File: src/rtl/modulation_sequencer_pkg.sv
// Shared types and constants for the modulation sequencer: segment count,
// transition modes and request FSM states.
`default_nettype none

package modulation_sequencer_pkg;

    localparam int unsigned NUM_SEGMENT = 2;
    localparam int unsigned SEG_W       = 1;

    typedef enum logic [1:0] {
        MODE_IMMEDIATE = 2'd0,
        MODE_AT_WRAP   = 2'd1,
        MODE_EXT_SYNC  = 2'd2
    } mod_transition_t;

    typedef enum logic [1:0] {
        ST_IDLE      = 2'd0,
        ST_WAIT_WRAP = 2'd1,
        ST_WAIT_SYNC = 2'd2
    } req_state_t;

endpackage

`default_nettype wire

File: src/rtl/modulation_segment_counter.sv
// Per-segment frequency divider and sample index with wrap detection.
`default_nettype none

module modulation_segment_counter #(
    parameter int IDX_W = 15,
    parameter int DIV_W = 16
) (
    input  logic             clk,
    input  logic             rst_n,
    input  logic             clear_i,
    input  logic             enable_i,
    input  logic             hold_i,
    input  logic [IDX_W-1:0] cycle_i,
    input  logic [DIV_W-1:0] freq_div_i,
    output logic             wrap_o,
    output logic [IDX_W-1:0] idx_o
);

    logic [DIV_W-1:0] div_q, div_d, div_last;
    logic [IDX_W-1:0] idx_q, idx_d;
    logic             div_hit;

    always_comb begin
        div_last = (freq_div_i == '0) ? '0 : freq_div_i - DIV_W'(1);
        // >= rather than == keeps the divider sane if FREQ_DIV or CYCLE shrink at runtime
        div_hit  = (div_q >= div_last);
        wrap_o   = div_hit && (idx_q >= cycle_i);
        div_d    = div_q;
        idx_d    = idx_q;
        if (clear_i) begin
            div_d = '0;
            idx_d = '0;
        end else if (enable_i) begin
            if (div_hit) begin
                div_d = '0;
                if (wrap_o) begin
                    if (!hold_i) begin
                        idx_d = '0;
                    end
                end else begin
                    idx_d = idx_q + IDX_W'(1);
                end
            end else begin
                div_d = div_q + DIV_W'(1);
            end
        end
    end

    always_ff @(posedge clk or negedge rst_n) begin
        if (!rst_n) begin
            div_q <= '0;
            idx_q <= '0;
        end else begin
            div_q <= div_d;
            idx_q <= idx_d;
        end
    end

    assign idx_o = idx_q;

endmodule

`default_nettype wire

File: src/rtl/modulation_sequencer.sv
// Modulation sequencer: per-segment index generation, segment-switch request
// FSM, loop counting and stop control.
`default_nettype none

module modulation_sequencer
    import modulation_sequencer_pkg::*;
#(
    parameter int IDX_W = 15,
    parameter int DIV_W = 16,
    parameter int REP_W = 16
) (
    input  logic                                clk,
    input  logic                                rst_n,
    input  logic                                update_i,
    input  logic [NUM_SEGMENT-1:0][IDX_W-1:0]   cycle_i,
    input  logic [NUM_SEGMENT-1:0][DIV_W-1:0]   freq_div_i,
    input  logic [NUM_SEGMENT-1:0][REP_W-1:0]   rep_i,
    input  logic                                req_valid_i,
    input  logic [SEG_W-1:0]                    req_segment_i,
    input  logic [1:0]                          req_mode_i,
    input  logic                                sync_i,
    output logic                                req_ready_o,
    output logic [NUM_SEGMENT-1:0][IDX_W-1:0]   idx_o,
    output logic [SEG_W-1:0]                    segment_o,
    output logic                                stop_o,
    output logic                                busy_o
);

    localparam logic [REP_W-1:0] REP_INFINITE = '1;

    req_state_t       state_q, state_d;
    logic [SEG_W-1:0] tgt_q, tgt_d;
    logic [SEG_W-1:0] seg_q, seg_d;
    logic             stop_q, stop_d;
    logic [REP_W-1:0] loop_cnt_q, loop_cnt_d;
    logic             loop_inf_q, loop_inf_d;
    logic             ready_q, busy_q;

    logic                   apply_w;
    logic [SEG_W-1:0]       apply_tgt_w;
    logic                   adv_w;
    logic                   hold_w;
    logic                   active_wrap_w;
    logic [NUM_SEGMENT-1:0] wrap_w;

    assign adv_w         = update_i && !stop_q;
    assign hold_w        = !loop_inf_q && (loop_cnt_q == '0);
    assign active_wrap_w = wrap_w[seg_q];

    generate
        for (genvar s = 0; s < NUM_SEGMENT; s++) begin : g_seg
            modulation_segment_counter #(
                .IDX_W (IDX_W),
                .DIV_W (DIV_W)
            ) u_counter (
                .clk        (clk),
                .rst_n      (rst_n),
                .clear_i    (apply_w && (apply_tgt_w == SEG_W'(s))),
                .enable_i   (adv_w && !apply_w && (seg_q == SEG_W'(s))),
                .hold_i     (hold_w),
                .cycle_i    (cycle_i[s]),
                .freq_div_i (freq_div_i[s]),
                .wrap_o     (wrap_w[s]),
                .idx_o      (idx_o[s])
            );
        end
    endgenerate

    always_comb begin
        state_d     = state_q;
        tgt_d       = tgt_q;
        apply_w     = 1'b0;
        apply_tgt_w = tgt_q;
        case (state_q)
            ST_IDLE: begin
                if (req_valid_i) begin
                    tgt_d = req_segment_i;
                    case (req_mode_i)
                        MODE_AT_WRAP:  state_d = ST_WAIT_WRAP;
                        MODE_EXT_SYNC: state_d = ST_WAIT_SYNC;
                        default: begin
                            apply_w     = 1'b1;
                            apply_tgt_w = req_segment_i;
                        end
                    endcase
                end
            end
            ST_WAIT_WRAP: begin
                // A stopped segment never wraps, so the next tick releases it instead
                if (update_i && (stop_q || active_wrap_w)) begin
                    apply_w = 1'b1;
                end
            end
            ST_WAIT_SYNC: begin
                if (sync_i) begin
                    apply_w = 1'b1;
                end
            end
            default: state_d = ST_IDLE;
        endcase
        if (apply_w) begin
            state_d = ST_IDLE;
        end
    end

    always_comb begin
        seg_d      = seg_q;
        stop_d     = stop_q;
        loop_cnt_d = loop_cnt_q;
        loop_inf_d = loop_inf_q;
        if (apply_w) begin
            seg_d      = apply_tgt_w;
            stop_d     = 1'b0;
            loop_cnt_d = rep_i[apply_tgt_w];
            loop_inf_d = (rep_i[apply_tgt_w] == REP_INFINITE);
        end else if (adv_w && active_wrap_w && !loop_inf_q) begin
            if (hold_w) begin
                stop_d = 1'b1;
            end else begin
                loop_cnt_d = loop_cnt_q - REP_W'(1);
            end
        end
    end

    always_ff @(posedge clk or negedge rst_n) begin
        if (!rst_n) begin
            state_q    <= ST_IDLE;
            tgt_q      <= '0;
            seg_q      <= '0;
            stop_q     <= 1'b0;
            loop_cnt_q <= '0;
            loop_inf_q <= 1'b1;
            ready_q    <= 1'b1;
            busy_q     <= 1'b0;
        end else begin
            state_q    <= state_d;
            tgt_q      <= tgt_d;
            seg_q      <= seg_d;
            stop_q     <= stop_d;
            loop_cnt_q <= loop_cnt_d;
            loop_inf_q <= loop_inf_d;
            ready_q    <= (state_d == ST_IDLE);
            busy_q     <= (state_d != ST_IDLE);
        end
    end

    assign segment_o   = seg_q;
    assign stop_o      = stop_q;
    assign req_ready_o = ready_q;
    assign busy_o      = busy_q;

endmodule

`default_nettype wire

File: config.mk
export PLATFORM = sky130hd
export DESIGN_NAME = modulation_sequencer
export DESIGN_NICKNAME = d
export VERILOG_FILES = /design/src/rtl/modulation_sequencer_pkg.sv /design/src/rtl/modulation_segment_counter.sv /design/src/rtl/modulation_sequencer.sv
export SDC_FILE = /design/constraint.sdc
export NUM_CORES = 1
export LEC_CHECK = 0
export ABC_AREA = 1
export CORE_ASPECT_RATIO = 1.25
export CORE_MARGIN = 2
export CORE_UTILIZATION = 44
export DETAILED_ROUTE_END_ITERATION = 10
export PLACE_DENSITY = 0.8
export SKIP_LAST_GASP = 1
export SLEW_MARGIN = 20
export SYNTH_ARGS = -nofsm -noshare
export SYNTH_HDL_FRONTEND = slang
export SYNTH_SLANG_ARGS = --single-unit
File: constraint.sdc
create_clock -name clk -period 3.3 [get_ports clk]
set_input_delay 0.66 -clock clk [delete_from_list [all_inputs] [get_ports clk]]
set_output_delay 0.66 -clock clk [all_outputs]
set_load 0.02 [all_outputs]
[Word level (Yosys, flattened, before mapping)]
Cells that the tools add are included.
Operators by class
  add/subtract/negate cells: 7
  $mul: 0
  div/mod/pow operators: 0
  magnitude comparators: 6
  eq/ne operators: 8
  shift operators: 0
  multiplexer cells: 39
  bitwise logic cells: 2
  reductions and logical operators: 35
Operator list (count)
  2-to-1 mux 16 bit: 13
  2-to-1 mux 15 bit: 9
  logical NOT 16 bit: 3
  subtractor 16 x 1 -> 16 bit (second input constant): 3
  adder 16 x 1 -> 16 bit (second input constant): 2
  >= comparator 16 bit: 2
  adder 15 x 1 -> 15 bit (second input constant): 2
  >= comparator 15 bit: 2
  equality test 16 bit (second input constant): 1
  nonzero test 2 bit: 7
  logical AND 1 bit: 12
  2-to-1 mux 1 bit: 12
  case mux 2 bit (2 select lines): 2
  inequality test 3 x 2 -> 1 bit (second input constant): 2
  AND reduction 2 bit: 3
  AND reduction 3 bit: 2
  equality test 2 x 1 -> 1 bit (second input constant): 2
  equality test 2 bit (second input constant): 2
  logical NOT 2 bit: 2
  less-than comparator 1 x 2 -> 1 bit (second input constant): 2
  2-to-1 mux 2 bit: 2
  OR reduction 2 bit: 2
  logical NOT 1 bit: 3
  case mux 1 bit (3 select lines): 1
  3 further kinds: 4
Word-level totals
  register bits: 86
  latch bits: 0
  RAM bits: 0
  ROM bits: 0
  input port bits: 102
  output and inout bits: 34
  logic and storage cells: 109
  memories: 0

[Logic depth before layout (Yosys ltp)]
Gate-level depths: netlist (run 1).
  depth in word-level cells: 15
  mapped depth: 28

[Cells and area by module]
From an unflattened synthesis (run 1), not the netlist that was laid out.
Second synthesis, totals
  cell total of the unflattened synthesis: 1146
  area total of the unflattened synthesis: 8039.0 µm²
By module, submodules not included
  modulation_segment_counter at g_seg[1].u_counter: instances 1, cells each 442, area an instance 3113.0 µm², sequential area each 775.7 µm²
  modulation_segment_counter at g_seg[0].u_counter: instances 1, cells each 440, area an instance 3091.7 µm², sequential area each 775.7 µm²
  modulation_sequencer: instances 1, cells each 264, area an instance 1834.3 µm², sequential area each 603.1 µm²

[Least setup slack after synthesis (run 1)]
No wires, ideal clock.
  kind: in2reg
  start: input freq_div_i[17] in the netlist's numbering
  end: register g_seg[0].u_counter.idx_q[10]
  library setup time: 118 ps
  arrival time: 3685 ps
  data required time: 3182 ps
  setup slack: -503 ps
  stages: 27
  path buffers: 2
  cell sequence: nor2_1 > inv_1 > nor3_1 > nand2_1 > nor3_1 > nand2_1 > nor2_1 > inv_1 > nor2_1 > nand3_1 > xnor2_1 > nand2_1 > ha_1 > a21oi_1 > o21ai_0 > nor2_1 > nand2_4 > nand3_2 > nand3_2 > nand2_2 > nand2_8 > nand2_4 > nand2_2 > buf_6 > buf_2 > nand4_1 > nand2_1
Between the ends
  cells in the longest elaborated chain, start to end: 15
Ends and longest elaborated chain
  start, declared: line modulation_sequencer.sv:16  | input logic [NUM_SEGMENT-1:0][DIV_W-1:0] freq_div_i,
  subtractor 16 x 1 -> 16 bit / logical NOT 16 bit (equally long branches): line modulation_segment_counter.sv:24  | div_last = (freq_div_i == '0) ? '0 : freq_div_i - DIV_W'(1);
  2-to-1 mux 16 bit *: line modulation_segment_counter.sv:24
  >= comparator 16 bit *: line modulation_segment_counter.sv:26  | div_hit = (div_q >= div_last);
  logical AND 1 bit *: line modulation_segment_counter.sv:27  | wrap_o = div_hit && (idx_q >= cycle_i);
  2-to-1 mux 1 bit (not written as such) * (2 in a row): line modulation_sequencer.sv:48  | assign active_wrap_w = wrap_w[seg_q];
  logical OR 1 bit *: line modulation_sequencer.sv:90  | if (update_i && (stop_q || active_wrap_w)) begin
  logical AND 1 bit *: line modulation_sequencer.sv:90
  2-to-1 mux 1 bit *: line modulation_sequencer.sv:90
  case mux 1 bit (3 select lines) *: line modulation_sequencer.sv:74  | case (state_q)
  logical NOT 1 bit: line modulation_sequencer.sv:59  | .enable_i (adv_w && !apply_w && (seg_q == SEG_W'(s))),
  logical AND 1 bit (2 in a row): line modulation_sequencer.sv:59
  nonzero test 2 bit (no line)
  AND reduction 3 bit (no line)
  end signal, assigned: line modulation_segment_counter.sv:55  | idx_q <= idx_d;
  end, declared: line modulation_segment_counter.sv:20  | logic [IDX_W-1:0] idx_q, idx_d;
Every way passes the cells marked *; elsewhere a longest branch is shown, timed or not. The select of a mux whose other input is x is not followed.
A chain may end at the register's enable or synchronous reset.

[Worst setup path in the final report (run 1)]
  start: input freq_div_i[18] in the netlist's numbering
  end: register g_seg[0].u_counter.idx_q[13]
The elaborated chain is that of the path after synthesis.

==> key figures, run 1 <==
GRT
  – Aggregate global routing overflow: 0
  – Largest net degree at the start of global routing: 87
  – All-layer global routing usage: 0.222
  – Vias in the first global route: 8298
  – Number of antenna violations at the first check in global routing: 0
  – Global-route wire length before repair: 36400 µm

Timing
  – Final critical path time including I/O delays and setup: 3.74 ns
  – Unrepaired setup endpoints after global routing: yes
  – Count of pins over their slew limit: 0
  – FMAX: 268 MHz
  – Crit share post-route: 1.13
  – Slew at the pin closest to its max-slew limit: 0.654 ns
  – Clock Skews: 0.0115 ns
  – Worst hold slack: 0.295 ns
  – Count of final setup violators: 85
  – Max_slew headroom: 0.560
  – Final Hold Viols: 0
  – Post-route setup slack: -0.436 ns

Route
  – Antenna-violating nets left: 0
  – Number of detailed-route iterations in the first pass: 4
  – Via density: 5.36
  – Vias: 8834
  – DR WL/cell: 14.3 µm
  – Iteration-0 DRC count of the detailed router: 538
  – Routed Wire Length: 23500 µm
  – DRC Markers: 0

Clock tree
  – Max Root-Sink Buffers: 2
  – Number of clock sinks seen by CTS: 86
  – Clock buffer count from CTS: 9
  – Latest clock arrival within the worst-skew pair: 0.34 ns
  – Clock input transition at the sequential cells of the worst setup and hold paths: 0.07 ns
  – CTS tree: yes
  – CTS H-Tree Depth: 3
  – Clk Tree Root Cell: sky130_fd_sc_hd__clkbuf_16

Die
  – Placeable core region: 17900 µm²
  – Die W: 124 µm
  – Height of the die: 154 µm
  – Initial core utilization: 0.445
  – DIE AREA: 19200 µm²
  – Number of top-level pins: 136
  – Number of placement rows: 55

Critical path
  – Number of cells on the worst reg-to-reg path: 13
  – Worst-path maximum fanout: 8
  – Cell type with the highest occurrence count on the critical path: sky130_fd_sc_hd__inv_1
  – Worst-case register-to-register setup slack: 0.57 ns
  – Critical path's top delay family: simple AND/OR/NAND/NOR gates
  – Kind of critical path: input pin to flip-flop
  – WP data required: 3.54 ns
  – Largest stage delay, worst path: 0.28 ns
  – Critical R2R Launch: g_seg[1].u_counter.div_q[1]
  – Critical path endpoint category: flip-flop
  – Arrival time of data at the critical path endpoint: 3.98 ns
  – Crit start category: input pin
  – R2r endpoint: g_seg[1].u_counter.div_q[14]
  – Highest-delay cell along the critical path: sky130_fd_sc_hd__ha_4
  – Buffers plus inverters on the worst setup path: 7

Logic synthesis
  – Synthesized area per cell: 6.94 µm²
  – Cell Area, Synth: 7960 µm²
  – Largest cells by area after synthesis: sky130_fd_sc_hd__dfrtp_1 (26%), sky130_fd_sc_hd__nand2_1 (13%), sky130_fd_sc_hd__ha_1 (11%)
  – Count of state elements after synthesis: 86
  – Leading area contributor after synthesis: sky130_fd_sc_hd__dfrtp_1
  – Top-area cell type share of the netlist area: 0.264
  – Async set or reset register ratio after synthesis: 1.00
  – Count of unique library cells instantiated by Yosys: 52
  – Post-synthesis instance total: 1147
  – Synthesized netlist net count: 1322
  – Number of enable flip-flop cells after synthesis: 0
  – Leading register cell type out of synthesis: sky130_fd_sc_hd__dfrtp_1
  – Total number of yosys warnings: 0
  – Register area share after synthesis: 0.271

Final layout
  – Number of fillers in the final layout: 1384
  – Share of layout cells above drive strength 1: 0.249
  – Final net count: 1590
  – Final Instance Count excl. Fillers: 1648
  – Antenna diode count: 0
  – Area growth, synth to finish: 48.8%
  – Design Area, Final: 11800 µm²

Power and ir drop
  – Ratio of total power to cell area: 429 nW/µm²
  – Maximum VDD drop: 0.336 mV
  – Overall power consumption: 5.09 mW
  – Reported leakage power: 5.86 nW

Placement
  – Area post-placement: 10500 µm²
  – Port buffer count: 135
  – Placer congestion estimate: 0.849
  – Dpl hpwl: 16300 µm
  – Placed instance count: 1593
  – Worst slack at placement: -1.05 ns

Job
  – Count of max-cap constraint violations: 0

Outcome
  – Violations in the final reports: setup timing
  – Result of the run: complete, but fails checks

Min path
  – Class of the most critical hold timing path: input pin to asynchronous set/reset pin
## per-layer routing
layer | vias to the layer above | global-route usage | wire length (µm)
li1 | 4337 | - | -
met1 | 4179 | 0.249 | 8920
met2 | 266 | 0.429 | 13100
met3 | 52 | 0.0173 | 745
met4 | 0 | 0.0926 | 712
met5 | - | 0 | 0
## cell usage after synthesis, types with 12 or more instances
cell type	instances
sky130_fd_sc_hd__dfrtp_1	84
sky130_fd_sc_hd__nand3_1	99
sky130_fd_sc_hd__nand4_1	40
sky130_fd_sc_hd__inv_1	148
sky130_fd_sc_hd__or2_2	22
sky130_fd_sc_hd__clkbuf_1	12
sky130_fd_sc_hd__a21oi_1	49
sky130_fd_sc_hd__buf_2	12
sky130_fd_sc_hd__xor2_1	34
sky130_fd_sc_hd__o21ai_0	45
sky130_fd_sc_hd__ha_1	73
sky130_fd_sc_hd__nor3_1	19
sky130_fd_sc_hd__xnor2_1	13
sky130_fd_sc_hd__nand2_1	282
sky130_fd_sc_hd__nor2_1	103
## per-stage QoR
step                      setup TNS, ns  utilization
final                            -30.38        0.662
after global routing             -44.43        0.662
after CTS                        -29.31        0.626
after detailed placement         -83.33        0.587
after global placement           -71.81        0.587
after floorplan                  -11.55            -
## sequential cells by signal (all words and copies together) (netlist names)
signal and cells:
segment_o 1, loop_inf_q 1, stop_o 1, g_seg.u_counter.div_q 32, req_ready_o 1, loop_cnt_q 16
tgt_q 1, busy_o 1, g_seg.u_counter.idx_o 30, state_q 2
## placed cells by master, fill, tap and decap left out, types with 20 or more instances in the layout
master	n
sky130_fd_sc_hd__o21ai_1	20
sky130_fd_sc_hd__a21oi_1	43
sky130_fd_sc_hd__or2_2	21
sky130_fd_sc_hd__nand2_2	27
sky130_fd_sc_hd__nand4_1	40
sky130_fd_sc_hd__ha_1	66
sky130_fd_sc_hd__dfrtp_1	84
sky130_fd_sc_hd__clkdlybuf4s50_1	109
sky130_fd_sc_hd__nand2_1	251
sky130_fd_sc_hd__inv_1	135
sky130_fd_sc_hd__o21ai_0	26
sky130_fd_sc_hd__nor2_1	77
sky130_fd_sc_hd__buf_4	117
sky130_fd_sc_hd__nor2_2	22
sky130_fd_sc_hd__xor2_1	34
sky130_fd_sc_hd__nand3_1	88
## kinds of logic after synthesis
group,after synthesis,share of synthesized area
compound gates,142,0.108
xor+xnor,47,0.0517
fa+ha+maj,73,0.115
buf+inv,180,0.0901
flops,86,0.271
mux,5,0.00629
simple gates,614,0.359
## layout make-up
class,instances,area [µm²],share of cell area
repair buffers,284,2760,0.233
clock inverters,6,51.3,0.00433
clock buffers,10,239,0.0202
flip-flops and latches,86,2150,0.182
multi-input cells,882,5770,0.487
well taps,228,285,0.0241
inverters,152,587,0.0495
## report_power, final
group          switching [mW]  internal [mW]
Sequential              0.303           1.29
Combinational            1.38           1.12
Clock                   0.449          0.543
## worst max path at each step
| stage | from | endpoint | slack [ns] | depth (start not counted) |
|---|---|---|---|---|
| 2_1_floorplan | freq_div_i[17] | g_seg[0].u_counter.idx_o[10] | -0.24 | 26 |
| 3_3_place_gp | freq_div_i[17] | g_seg[0].u_counter.idx_o[3] | -0.90 | 28 |
| 3_5_place_dp | freq_div_i[17] | g_seg[1].u_counter.div_q[0] | -1.05 | 26 |
| 4_1_cts | freq_div_i[18] | g_seg[0].u_counter.idx_o[3] | -0.41 | 27 |
| 5_1_grt | freq_div_i[18] | g_seg[0].u_counter.idx_o[3] | -0.60 | 29 |
| 6_report | freq_div_i[18] | g_seg[0].u_counter.idx_o[13] | -0.44 | 28 |
## timing repair
action	4_1_cts	5_1_grt
pin swaps	33	65
setup endpoints to repair	85	85
hold buffers	0	0
resized for setup	71	147
buffers inserted	26	9
gates cloned	1	5
Power figures use the tool's default switching activity.
==> run 2, diff against run 1 <==
--- a/config.mk
+++ b/config.mk
@@ -7,12 +7,10 @@
 export LEC_CHECK = 0
 export ABC_AREA = 1
 export CORE_ASPECT_RATIO = 1.25
-export CORE_MARGIN = 2
 export CORE_UTILIZATION = 44
 export DETAILED_ROUTE_END_ITERATION = 10
 export PLACE_DENSITY = 0.8
-export SKIP_LAST_GASP = 1
-export SLEW_MARGIN = 20
+export SLEW_MARGIN = 40
 export SYNTH_ARGS = -nofsm -noshare
 export SYNTH_HDL_FRONTEND = slang
 export SYNTH_SLANG_ARGS = --single-unit
==> run 2 against run 1 <==
Against the previous run:
- the run still ends with setup timing left
- critical path depth fell by 1
- setup slack got worse by 0.032 ns
- maximum frequency fell by 0.85%
- wire length rose by 3.1%
- count of clock-buffer cells in the layout did not move
- global-route usage rose by 2.0 points
- non-clock buffer count fell by 4
- sequential cell count did not move
- clock power rose by 5%
- register-to-register slack improved by 0.12 ns
- total power rose by 5.0%
- critical endpoint is now g_seg[0].u_counter.idx_o[8]
==> key figures, run 2 (same netlist as run 1, synthesis figures left out) <==
Outcome
  – Result of the run: complete, but fails checks
  – Violations in the final reports: setup timing

Die
  – Number of placement rows: 54 (-1.8%)
  – DIE AREA: 18600 µm² (-2.9%)
  – Number of top-level pins: 136 (unchanged)
  – Height of the die: 152 µm (-1.3%)
  – Placeable core region: 17600 µm² (-1.8%)
  – Initial core utilization: 0.453 (+0.00824)
  – Die W: 122 µm (-1.6%)

Route
  – DRC Markers: 0 (unchanged)
  – Via density: 5.39 (+0.47%)
  – Vias: 8843 (+0.10%)
  – Iteration-0 DRC count of the detailed router: 549 (+2.0%)
  – DR WL/cell: 14.8 µm (+3.5%)
  – Number of detailed-route iterations in the first pass: 5 (+1)
  – Antenna-violating nets left: 0 (unchanged)
  – Routed Wire Length: 24300 µm (+3.1%)

Final layout
  – Final standard cell utilization of the core: 0.681 (+0.0194)
  – Share of layout cells above drive strength 1: 0.262 (+0.0130)
  – Register with the highest flop count: g_seg.u_counter.div_q
  – Antenna diode count: 0 (unchanged)
  – Number of flip-flops under the largest register name: 32 (unchanged)
  – Area growth, synth to finish: 50.4%
  – Most frequent cells in the layout: sky130_fd_sc_hd__nand2_1 (228), sky130_fd_sc_hd__inv_1 (134), sky130_fd_sc_hd__clkdlybuf4s50_1 (115), sky130_fd_sc_hd__buf_4 (115), sky130_fd_sc_hd__nand3_1 (85)
  – Final net count: 1588 (-0.13%)
  – Leading cell type in the layout, fill and taps excluded: sky130_fd_sc_hd__nand2_1
  – Number of fillers in the final layout: 1340 (-3.2%)
  – Design Area, Final: 12000 µm² (+1.1%)

Timing
  – Clock Skews: 0.0149 ns (+0.00336 ns)
  – Post-route setup slack: -0.468 ns (-0.0319 ns)
  – Crit share post-route: 1.14 (+0.00966)
  – FMAX: 265 MHz (-0.85%)
  – Count of pins over their slew limit: 0 (unchanged)
  – Unrepaired setup endpoints after global routing: yes
  – Final Hold Viols: 0 (unchanged)
  – Final critical path time including I/O delays and setup: 3.77 ns (+0.0319 ns)
  – Count of final setup violators: 85 (unchanged)
  – Worst hold slack: 0.381 ns (+0.0858 ns)
  – Max_slew headroom: 0.494 (-0.0665)
  – Slew at the pin closest to its max-slew limit: 0.759 ns (+0.105 ns)

Clock tree
  – Clk Tree Root Cell: sky130_fd_sc_hd__clkbuf_16
  – Clock input transition at the sequential cells of the worst setup and hold paths: 0.07 ns (about the same)
  – Latest clock arrival within the worst-skew pair: 0.35 ns (about the same)
  – CTS H-Tree Depth: 3 (unchanged)
  – Max Root-Sink Buffers: 2 (unchanged)
  – Number of clock sinks seen by CTS: 86 (unchanged)
  – CTS tree: yes
  – Clock buffer count from CTS: 9 (unchanged)

Placement
  – Area post-placement: 10500 µm² (-0.33%)
  – Port buffer count: 135 (unchanged)
  – Dpl hpwl: 16200 µm (-1.1%)
  – Placer congestion estimate: 0.880 (+3.6%)

GRT
  – Vias in the first global route: 8390 (+1.1%)
  – Number of antenna violations at the first check in global routing: 0 (unchanged)
  – Aggregate global routing overflow: 0 (unchanged)
  – Global-route wire length before repair: 37100 µm (+1.7%)
  – Largest net degree at the start of global routing: 56 (-36%)
  – All-layer global routing usage: 0.242 (+0.0203)

Power and ir drop
  – Ratio of total power to cell area: 446 nW/µm² (+3.9%)
  – Reported leakage power: 5.86 nW (about the same)
  – Maximum VDD drop: 0.294 mV (-13%)

Critical path
  – Kind of critical path: input pin to flip-flop
  – Arrival time of data at the critical path endpoint: 4.01 ns (+0.03 ns)
  – Crit start category: input pin
  – Worst-path maximum fanout: 8 (unchanged)
  – WP data required: 3.54 ns (about the same)
  – Critical path endpoint category: flip-flop

Min path
  – Class of the most critical hold timing path: input pin to asynchronous set/reset pin

Job
  – Count of max-cap constraint violations: 0 (unchanged)
-- run 2: cell count changes in the layout (fill, tap and decap cells not counted), moves of 5 or more --
cell                              before  now
sky130_fd_sc_hd__buf_6                19   11
sky130_fd_sc_hd__clkdlybuf4s50_1     109  115
sky130_fd_sc_hd__dlymetal6s2s_1       17   11
sky130_fd_sc_hd__nand2_1             251  228
sky130_fd_sc_hd__nand2_2              27   46
sky130_fd_sc_hd__nand2_4               5   10
sky130_fd_sc_hd__nor2_1               77   83
-- run 2: layout make-up --
type                    instances  area, µm²  area share
clock buffers                  10        229      0.0191
inverters                     152        599      0.0501
repair inverters                1       11.3    0.000941
multi-input cells             883       5850       0.488
flip-flops and latches         86       2150       0.180
well taps                     224        280      0.0234
clock inverters                 6       71.3     0.00596
repair buffers                280       2780       0.232
-- run 2: worst max-delay path, stage by stage --
cell and delay, ns:
sky130_fd_sc_hd__buf_8 0.10, sky130_fd_sc_hd__nor2_4 0.10, sky130_fd_sc_hd__inv_2 0.04, sky130_fd_sc_hd__nor3_2 0.20
sky130_fd_sc_hd__nand2_1 0.12, sky130_fd_sc_hd__nor3_2 0.19, sky130_fd_sc_hd__nand2_1 0.13, sky130_fd_sc_hd__nor2_2 0.14
sky130_fd_sc_hd__inv_2 0.08, sky130_fd_sc_hd__nor2_4 0.10, sky130_fd_sc_hd__nand3_2 0.10, sky130_fd_sc_hd__xnor2_2 0.17
sky130_fd_sc_hd__nand2_2 0.09, sky130_fd_sc_hd__ha_4 0.29, sky130_fd_sc_hd__nand4_1 0.14, sky130_fd_sc_hd__a21oi_1 0.22
sky130_fd_sc_hd__nor2_2 0.08, sky130_fd_sc_hd__nand2_4 0.10, sky130_fd_sc_hd__nand3_4 0.08, sky130_fd_sc_hd__nand3_4 0.10
sky130_fd_sc_hd__nand2_4 0.08, sky130_fd_sc_hd__nand2_8 0.10, sky130_fd_sc_hd__nand2_8 0.10, sky130_fd_sc_hd__nand2_8 0.15
sky130_fd_sc_hd__nand3_4 0.16, sky130_fd_sc_hd__nand2_2 0.12, sky130_fd_sc_hd__nand2_2 0.05
-- run 2: path summary, 6_finish.rpt --
path | startpoint | endpoint | slack (ns) | depth (start not counted)
min in group clk | loop_cnt_q[0] | loop_cnt_q[0] | 0.49 | 2
hold / removal | rst_n | g_seg[0].u_counter.idx_o[3] | 0.38 | 1
setup reg to reg | g_seg[0].u_counter.idx_o[8] | g_seg[1].u_counter.idx_o[8] | 0.69 | 16
max in group asynchronous | rst_n | loop_inf_q | 2.19 | 2
setup / recovery | freq_div_i[17] | g_seg[0].u_counter.idx_o[8] | -0.47 | 27
hold reg to reg | loop_cnt_q[0] | loop_cnt_q[0] | 0.49 | 2
-- run 2: power breakdown --
group          total [mW]  switching [mW]  internal (mW)
Clock                1.04           0.451          0.593
Combinational        2.70            1.46           1.23
Sequential           1.60           0.308           1.29
Total                5.34            2.22           3.12
-- run 2: metal layers --
layer / up-vias / GRT usage / routed length [µm]
met3: 90 / 0.0322 / 1220
met4: 0 / 0.106 / 991
met1: 4097 / 0.271 / 9040
met5: - / 0 / 0
li1: 4340 / - / -
met2: 316 / 0.446 / 13000
-- run 2: timing repair --
| action | CTS | global route |
|---|---|---|
| pin swaps | 47 | 75 |
| setup endpoints to repair | 85 | 85 |
| gates resized for setup | 94 | 150 |
| hold buffers | 0 | 0 |
| endpoints found under the hold margin | 0 | 0 |
| gates cloned | 4 | 6 |
| buffers inserted | 26 | 13 |
-- run 2: per-stage QoR --
stage               setup WS [ns]  TNS [ns]  total power [mW]  std cells
detailed placement          -1.01    -80.40              3.70       1585
finish                     -0.468    -32.84              5.34       1642
global placement           -0.892    -71.16              3.62       1585
floorplan                  -0.237    -11.55              2.92       1147
CTS                        -0.368    -26.09              4.97       1629
global route               -0.699    -52.05              5.66       1642
